[src/rtl/button_pkg.sv]
// Shared definitions for the LED-board button conditioner: channel FSM
// encoding and default timing constants for a 12 MHz system clock.
package button_pkg;

  localparam logic [1:0] ST_IDLE         = 2'd0;
  localparam logic [1:0] ST_PRESS_WAIT   = 2'd1;
  localparam logic [1:0] ST_HELD         = 2'd2;
  localparam logic [1:0] ST_RELEASE_WAIT = 2'd3;

  typedef enum logic [1:0] {
    IDLE         = ST_IDLE,
    PRESS_WAIT   = ST_PRESS_WAIT,
    HELD         = ST_HELD,
    RELEASE_WAIT = ST_RELEASE_WAIT
  } btn_state_e;

  localparam int unsigned CLK_HZ              = 12_000_000;
  localparam int unsigned DEF_DEBOUNCE_CYCLES = CLK_HZ / 50;  // 20 ms
  localparam int unsigned DEF_REPEAT_DELAY    = CLK_HZ / 2;   // 0.5 s
  localparam int unsigned DEF_REPEAT_PERIOD   = CLK_HZ / 10;  // 0.1 s

  function automatic int unsigned max_u(input int unsigned a, input int unsigned b);
    return (a > b) ? a : b;
  endfunction

endpackage

[src/rtl/button_conditioner_if.sv]
// Button-side bundle: raw asynchronous button inputs in, conditioned
// pulses and debounced levels out.
interface button_conditioner_if;
  logic btn_count_raw;
  logic btn_clear_raw;
  logic count;
  logic clear;
  logic count_level;
  logic clear_level;

  modport master (
    output btn_count_raw, btn_clear_raw,
    input  count, clear, count_level, clear_level
  );

  modport slave (
    input  btn_count_raw, btn_clear_raw,
    output count, clear, count_level, clear_level
  );
endinterface

[src/rtl/debounce_channel.sv]
// One button channel: two-flop synchroniser, debounce FSM and counter.
//
//   state        | meaning
//   -------------+------------------------------------------------------
//   IDLE         | button released and accepted as released
//   PRESS_WAIT   | s high, counting stable cycles before accepting press
//   HELD         | press accepted, level high
//   RELEASE_WAIT | s low, counting stable cycles before accepting release
module debounce_channel
  import button_pkg::*;
#(
  parameter int unsigned DEBOUNCE_CYCLES = DEF_DEBOUNCE_CYCLES
) (
  input  logic clock,
  input  logic clear_n,
  input  logic btn_raw,
  output logic level,
  output logic press,
  output logic held
);

  localparam int CW = $clog2(DEBOUNCE_CYCLES);
  localparam logic [CW-1:0] CNT_LAST = CW'(DEBOUNCE_CYCLES - 1);

  logic [1:0]    r_sync;
  btn_state_e    r_state;
  logic [CW-1:0] r_cnt;
  logic          r_level;
  logic          r_press;
  logic          w_s;

  assign w_s = r_sync[1];

  // Synchronise the raw button and walk the debounce FSM; press is a one-cycle pulse.
  always_ff @(posedge clock) begin
    if (!clear_n) begin
      r_sync  <= 2'b00;
      r_state <= IDLE;
      r_cnt   <= '0;
      r_level <= 1'b0;
      r_press <= 1'b0;
    end else begin
      r_sync  <= {r_sync[0], btn_raw};
      r_press <= 1'b0;
      case (r_state)
        IDLE: begin
          if (w_s) begin
            r_state <= PRESS_WAIT;
            r_cnt   <= '0;
          end
        end
        PRESS_WAIT: begin
          if (!w_s) begin
            r_state <= IDLE;
          end else if (r_cnt == CNT_LAST) begin
            r_state <= HELD;
            r_level <= 1'b1;
            r_press <= 1'b1;
          end else begin
            r_cnt <= r_cnt + CW'(1);
          end
        end
        HELD: begin
          if (!w_s) begin
            r_state <= RELEASE_WAIT;
            r_cnt   <= '0;
          end
        end
        RELEASE_WAIT: begin
          if (w_s) begin
            r_state <= HELD;
          end else if (r_cnt == CNT_LAST) begin
            r_state <= IDLE;
            r_level <= 1'b0;
          end else begin
            r_cnt <= r_cnt + CW'(1);
          end
        end
        default: r_state <= IDLE;
      endcase
    end
  end

  assign level = r_level;
  assign press = r_press;
  assign held  = (r_state == HELD);

endmodule

[src/rtl/button_conditioner.sv]
// Top of the button conditioner: two debounce channels, optional count
// auto-repeat (enabled by defining BUTTON_CONDITIONER_AUTOREPEAT_EN) and
// clear-over-count arbitration. Outputs are gated registers only, so no
// input reaches an output without passing through flops.
module button_conditioner
  import button_pkg::*;
#(
  parameter int unsigned DEBOUNCE_CYCLES = DEF_DEBOUNCE_CYCLES,
  parameter int unsigned REPEAT_DELAY    = DEF_REPEAT_DELAY,
  parameter int unsigned REPEAT_PERIOD   = DEF_REPEAT_PERIOD
) (
  input  logic                  clock,
  input  logic                  clear_n,
  button_conditioner_if.slave   bus
);

  logic w_cnt_level, w_cnt_press, w_cnt_held;
  logic w_clr_level, w_clr_press, w_clr_held;
  logic w_rep_pulse;

  debounce_channel #(.DEBOUNCE_CYCLES(DEBOUNCE_CYCLES)) u_count_ch (
    .clock   (clock),
    .clear_n (clear_n),
    .btn_raw (bus.btn_count_raw),
    .level   (w_cnt_level),
    .press   (w_cnt_press),
    .held    (w_cnt_held)
  );

  debounce_channel #(.DEBOUNCE_CYCLES(DEBOUNCE_CYCLES)) u_clear_ch (
    .clock   (clock),
    .clear_n (clear_n),
    .btn_raw (bus.btn_clear_raw),
    .level   (w_clr_level),
    .press   (w_clr_press),
    .held    (w_clr_held)
  );

`ifdef BUTTON_CONDITIONER_AUTOREPEAT_EN
  localparam int RW = $clog2(max_u(REPEAT_DELAY, REPEAT_PERIOD) + 1);
  localparam logic [RW-1:0] REP_FIRST_LAST = RW'(REPEAT_DELAY - 1);
  localparam logic [RW-1:0] REP_NEXT_LAST  = RW'(REPEAT_PERIOD - 1);

  logic [RW-1:0] r_rep_cnt;
  logic          r_rep_first;
  logic          r_rep_pulse;
  logic          w_unused_held;

  // Repeat timer for the count button: restarts whenever the channel leaves HELD.
  always_ff @(posedge clock) begin
    if (!clear_n) begin
      r_rep_cnt   <= '0;
      r_rep_first <= 1'b1;
      r_rep_pulse <= 1'b0;
    end else if (!w_cnt_held) begin
      r_rep_cnt   <= '0;
      r_rep_first <= 1'b1;
      r_rep_pulse <= 1'b0;
    end else begin
      r_rep_pulse <= 1'b0;
      if (r_rep_cnt == (r_rep_first ? REP_FIRST_LAST : REP_NEXT_LAST)) begin
        r_rep_pulse <= 1'b1;
        r_rep_cnt   <= '0;
        r_rep_first <= 1'b0;
      end else begin
        r_rep_cnt <= r_rep_cnt + RW'(1);
      end
    end
  end

  assign w_rep_pulse   = r_rep_pulse;
  assign w_unused_held = w_clr_held;
`else
  // Repeat timing is accepted for interface compatibility but has no effect here.
  logic w_unused_cfg;
  assign w_rep_pulse  = 1'b0;
  assign w_unused_cfg = w_cnt_held ^ w_clr_held ^ (REPEAT_DELAY == 0) ^ (REPEAT_PERIOD == 0);
`endif

  // A clear pulse wins over a coincident count pulse; the count is simply lost.
  assign bus.clear       = w_clr_press;
  assign bus.count       = (w_cnt_press | w_rep_pulse) & ~w_clr_press;
  assign bus.count_level = w_cnt_level;
  assign bus.clear_level = w_clr_level;

endmodule

[src/flat_wrapper.sv]
// flat-port wrapper written by rule: the top's interface ports become plain ports
module button_conditioner_flat import button_pkg::*;
#(
  parameter int unsigned DEBOUNCE_CYCLES = DEF_DEBOUNCE_CYCLES,
  parameter int unsigned REPEAT_DELAY    = DEF_REPEAT_DELAY,
  parameter int unsigned REPEAT_PERIOD   = DEF_REPEAT_PERIOD
)
  (clock, clear_n, bus_btn_count_raw, bus_btn_clear_raw, bus_count, bus_clear, bus_count_level, bus_clear_level);
  button_conditioner_if bus_i ();
  input  logic clock;
  input  logic clear_n;
  input wire logic [$bits(bus_i.btn_count_raw)-1:0] bus_btn_count_raw;
  input wire logic [$bits(bus_i.btn_clear_raw)-1:0] bus_btn_clear_raw;
  output wire logic [$bits(bus_i.count)-1:0] bus_count;
  output wire logic [$bits(bus_i.clear)-1:0] bus_clear;
  output wire logic [$bits(bus_i.count_level)-1:0] bus_count_level;
  output wire logic [$bits(bus_i.clear_level)-1:0] bus_clear_level;
  assign bus_i.btn_count_raw = bus_btn_count_raw;
  assign bus_i.btn_clear_raw = bus_btn_clear_raw;
  assign bus_count = bus_i.count;
  assign bus_clear = bus_i.clear;
  assign bus_count_level = bus_i.count_level;
  assign bus_clear_level = bus_i.clear_level;
  button_conditioner #(.DEBOUNCE_CYCLES(DEBOUNCE_CYCLES), .REPEAT_DELAY(REPEAT_DELAY), .REPEAT_PERIOD(REPEAT_PERIOD)) u_core (.clock(clock), .clear_n(clear_n), .bus(bus_i));
endmodule
[config.mk]
export PLATFORM = sky130hd
export DESIGN_NAME = button_conditioner_flat
export DESIGN_NICKNAME = d
export VERILOG_FILES = /design/src/rtl/button_pkg.sv /design/src/rtl/button_conditioner_if.sv /design/src/rtl/debounce_channel.sv /design/src/rtl/button_conditioner.sv /design/src/flat_wrapper.sv
export SDC_FILE = /design/constraint.sdc
export NUM_CORES = 1
export LEC_CHECK = 0
export BUFFER_PORTS_ARGS = -buffer_cell sky130_fd_sc_hd__buf_4
export CAP_MARGIN = 20
export CELL_PAD_IN_SITES_DETAIL_PLACEMENT = 0
export CELL_PAD_IN_SITES_GLOBAL_PLACEMENT = 1
export CORE_MARGIN = 2
export CORE_UTILIZATION = 50
export DETAILED_ROUTE_END_ITERATION = 7
export PLACE_DENSITY_LB_ADDON = 0.1
export SLEW_MARGIN = 5
export SYNTH_ARGS = -nofsm -noshare
export SYNTH_HDL_FRONTEND = slang
export SYNTH_SLANG_ARGS = --single-unit
export TNS_END_PERCENT = 50
[constraint.sdc]
create_clock -name clock -period 4.55 [get_ports clock]
set_input_delay 0.91 -clock clock [delete_from_list [all_inputs] [get_ports clock]]
set_output_delay 0.91 -clock clock [all_outputs]
set_load 0.005 [all_outputs]
==> qor.yml <==
sta:
  fin_crit_ns: 2.191
  fmax_mhz: 456.5
  fin_crit_sh: 0.4814
  tightestPinTransition_ns: 1.085
  final-max-slew-violation-count: 0
  layout_setup_ws_ns: 2.359
  clock_skew_ns: 0.004303
  hold_ws_ns: 0.4361
  final-setup-viol-count: 0
  rsz0062_at_grt: "no"
  tns_ns: 0
  hold_violations: 0
  max_slew_margin: 0.2726
setup_path:
  path_delay_family: "compound AO/OA/AOI/OAI gates"
  cpPeakStageDelay_ns: 0.88
  worstPathMaxFanout: 18
  crit_start: "u_core.u_count_ch.r_cnt[12]"
  worstPathRequired_ns: 4.79
  path_depth: 5
  crit_buf_inv: 0
  r2r_end: "u_core.u_count_ch.r_cnt[3]"
  slowest_stage: "o31ai_2"
  rr_startpoint: "u_core.u_count_ch.r_cnt[12]"
  arrival_ns: 2.43
  r2r_setup_slack_ns: 2.36
  endpoint: "u_core.u_count_ch.r_cnt[3]"
  critical_path_class: "reg -> reg"
  r2r_cells: 5
  end_kind: "flip-flop"
  cp-start-kind: "flip-flop"
  crit_chain: "nor4b_2 -> nand3_1 -> o31ai_2 -> o21ai_0 -> a21oi_1"
route:
  drc: 0
  drtIter0Drc: 65
  wirelength_um: 4501
  drtAntennaViolNets: 0
  wl_per_cell_um: 13.93
  via_count: 1888
  viasPerCell: 5.845
  firstDrtPassIters: 4
pwr:
  pwr-share-clk: 0.428
  total_power_uw: 788.1
  p_seq_frac: 0.541
  peakVddDrop_uv: 188.1
  powerDensity_mw_per_mm2: 314.6
  leakagePower_nw: 0.8284
  power_frac_comb: 0.031
  internal_power_uw: 624.4
  switching_share: 0.2078
  p_sw_uw: 163.8
hold_path:
  hold_path.class: "reg -> reg"
floorplan:
  fp.dieW_um: 71.54
  ioPinCount: 8
  placementRows: 24
  start_util: 0.5203
  die-area_sq_mm: 0.005118
  placeableCoreArea_sq_mm: 0.004384
  die_h_um: 71.54
cells_and_area:
  post-route-cell-area_sq_mm: 0.002505
  final_cells: 323
  utilization: 0.5713
  final_nets: 276
  drive_gt1_frac: 0.1144
  final.fill_count: 412
  diodes: 0
  syn_to_final_growth_pct: 9.819
placed_design:
  dp_hpwl_um: 3135
  numPortBuffers: 7
  dp_cells: 315
  place_area_sq_mm: 0.002379
  pre_cts_slack_ns: 2.386
  gp_congestion: 0.8039
logic_synthesis:
  synth_top_area_share: 0.4213
  synthesis.nets: 267
  synth_enable_flop_cells: 0
  avgSynthCellArea_sq_um: 8.739
  ys_top_cells_by_count: "dfxtp_1, nand3_1, nor2_1, nand2_1, a21oi_1"
  synthTopCellsByArea: "dfxtp_1, nand3_1, xor2_1, nor2_1, nand4_1"
  ys_types: 45
  ys_ff_latch: 48
  syn_area_sq_mm: 0.002281
  ys.warnings.count: 0
  synth-async-reset-ratio: 0
  synth_top_flop_cell: "dfxtp_1"
  yosysSeqAreaShare: 0.4213
  yosysMostFrequentCell: "dfxtp_1"
  syn_inst: 261
  synth_top_area_cell: "dfxtp_1"
cts:
  clk_pin_slew_worst_paths_ns: 0.09
  cts-root-buf: "clkbuf_8"
  cts_tree: "done"
  cts-htree-levels: 2
  post_cts_resized: 0
  clock-sinks: 48
  hold_buffers: 0
  clock_path_buffers: 2
  clk_latency_ns: 0.30
  cts_setup_buffers: 0
  cts_inserted_buffers: 5
flow_run:
  drv_cap: 0
global_routing:
  grt_max_degree: 21
  track_usage: 0.1889
  grt_overflow: 0
  grt_pass1_vias: 1725
  grt_pass1_wl_um: 7714
  antenna_found_initial: 0
status:
  status: "finished, final reports clean"
## how the worst min path moves through the flow
stage	from	end	slack [ns]	depth (start not counted)
floorplan	u_core.u_clear_ch.r_sync[0]	u_core.u_clear_ch.r_sync[1]	0.41	1
global route	u_core.u_count_ch.r_sync[0]	u_core.u_count_ch.r_sync[1]	0.45	1
global placement	u_core.u_count_ch.r_sync[0]	u_core.u_count_ch.r_sync[1]	0.42	1
detailed placement	u_core.u_count_ch.r_sync[0]	u_core.u_count_ch.r_sync[1]	0.42	1
CTS	u_core.u_count_ch.r_sync[0]	u_core.u_count_ch.r_sync[1]	0.44	1
finish	u_core.u_count_ch.r_sync[0]	u_core.u_count_ch.r_sync[1]	0.44	1
## flip-flops by register name, summed over array words and instances (netlist names), named ones only
name / flops
u_core.u_count_ch.r_cnt: 18
u_core.u_clear_ch.r_sync: 2
u_core.u_clear_ch.press: 1
u_core.u_clear_ch.r_state: 1
u_core.u_count_ch.level: 1
u_core.u_clear_ch.level: 1
u_core.u_count_ch.r_sync: 2
u_core.u_clear_ch.r_cnt: 18
u_core.u_count_ch.press: 1
u_core.u_count_ch.r_state: 1
## cells in the final DEF (no fill, tap or decap), drive strengths merged, types with 7 or more instances in the layout
master | Yosys | final
nand2 | 21 | 21
o211ai | 9 | 9
nand3 | 23 | 23
nand4 | 15 | 15
or3 | 10 | 10
a21oi | 14 | 14
and2 | 7 | 7
clkbuf | 4 | 7
nor2 | 22 | 22
xor2 | 13 | 13
dfxtp | 48 | 48
o21ai | 13 | 13
or4 | 8 | 8
inv | 7 | 7
buf | 3 | 9
## layer usage
metal	wire (um)	GRT usage
met5	0	0
met4	61	0.07128
met3	131	0.05345
met2	2174	0.3117
met1	2132	0.2349
## cell families after synthesis
group                    Yosys count  synth area share
buffers and inverters             14           0.02687
flip-flops                        48            0.4213
AND/OR/NAND/NOR                  128            0.3214
multiplexers                       1          0.004389
adder cells (fa/ha/maj)            2           0.01097
XOR/XNOR                          19           0.07954
AO/OA/AOI/OAI                     49            0.1355
## power by group through the flow
stage               clock [mW]  combinational [mW]  sequential, mW
floorplan                    0              0.0173           0.435
global placement             0              0.0250           0.436
detailed placement           0              0.0247           0.436
CTS                      0.349              0.0250           0.426
global route             0.361              0.0275           0.427
finish                   0.337              0.0246           0.426
## cell type report
type	count	area [sq um]	share of cell area
sequential	48	960.9	0.3836
clock buffer	7	96.34	0.03846
inverter	7	26.28	0.01049
clock inverter	1	30.03	0.01199
tap	52	65.06	0.02597
multi-input combinational	199	1259	0.5025
timing repair buffer	9	67.56	0.02697
Power figures use the tool's default switching activity.
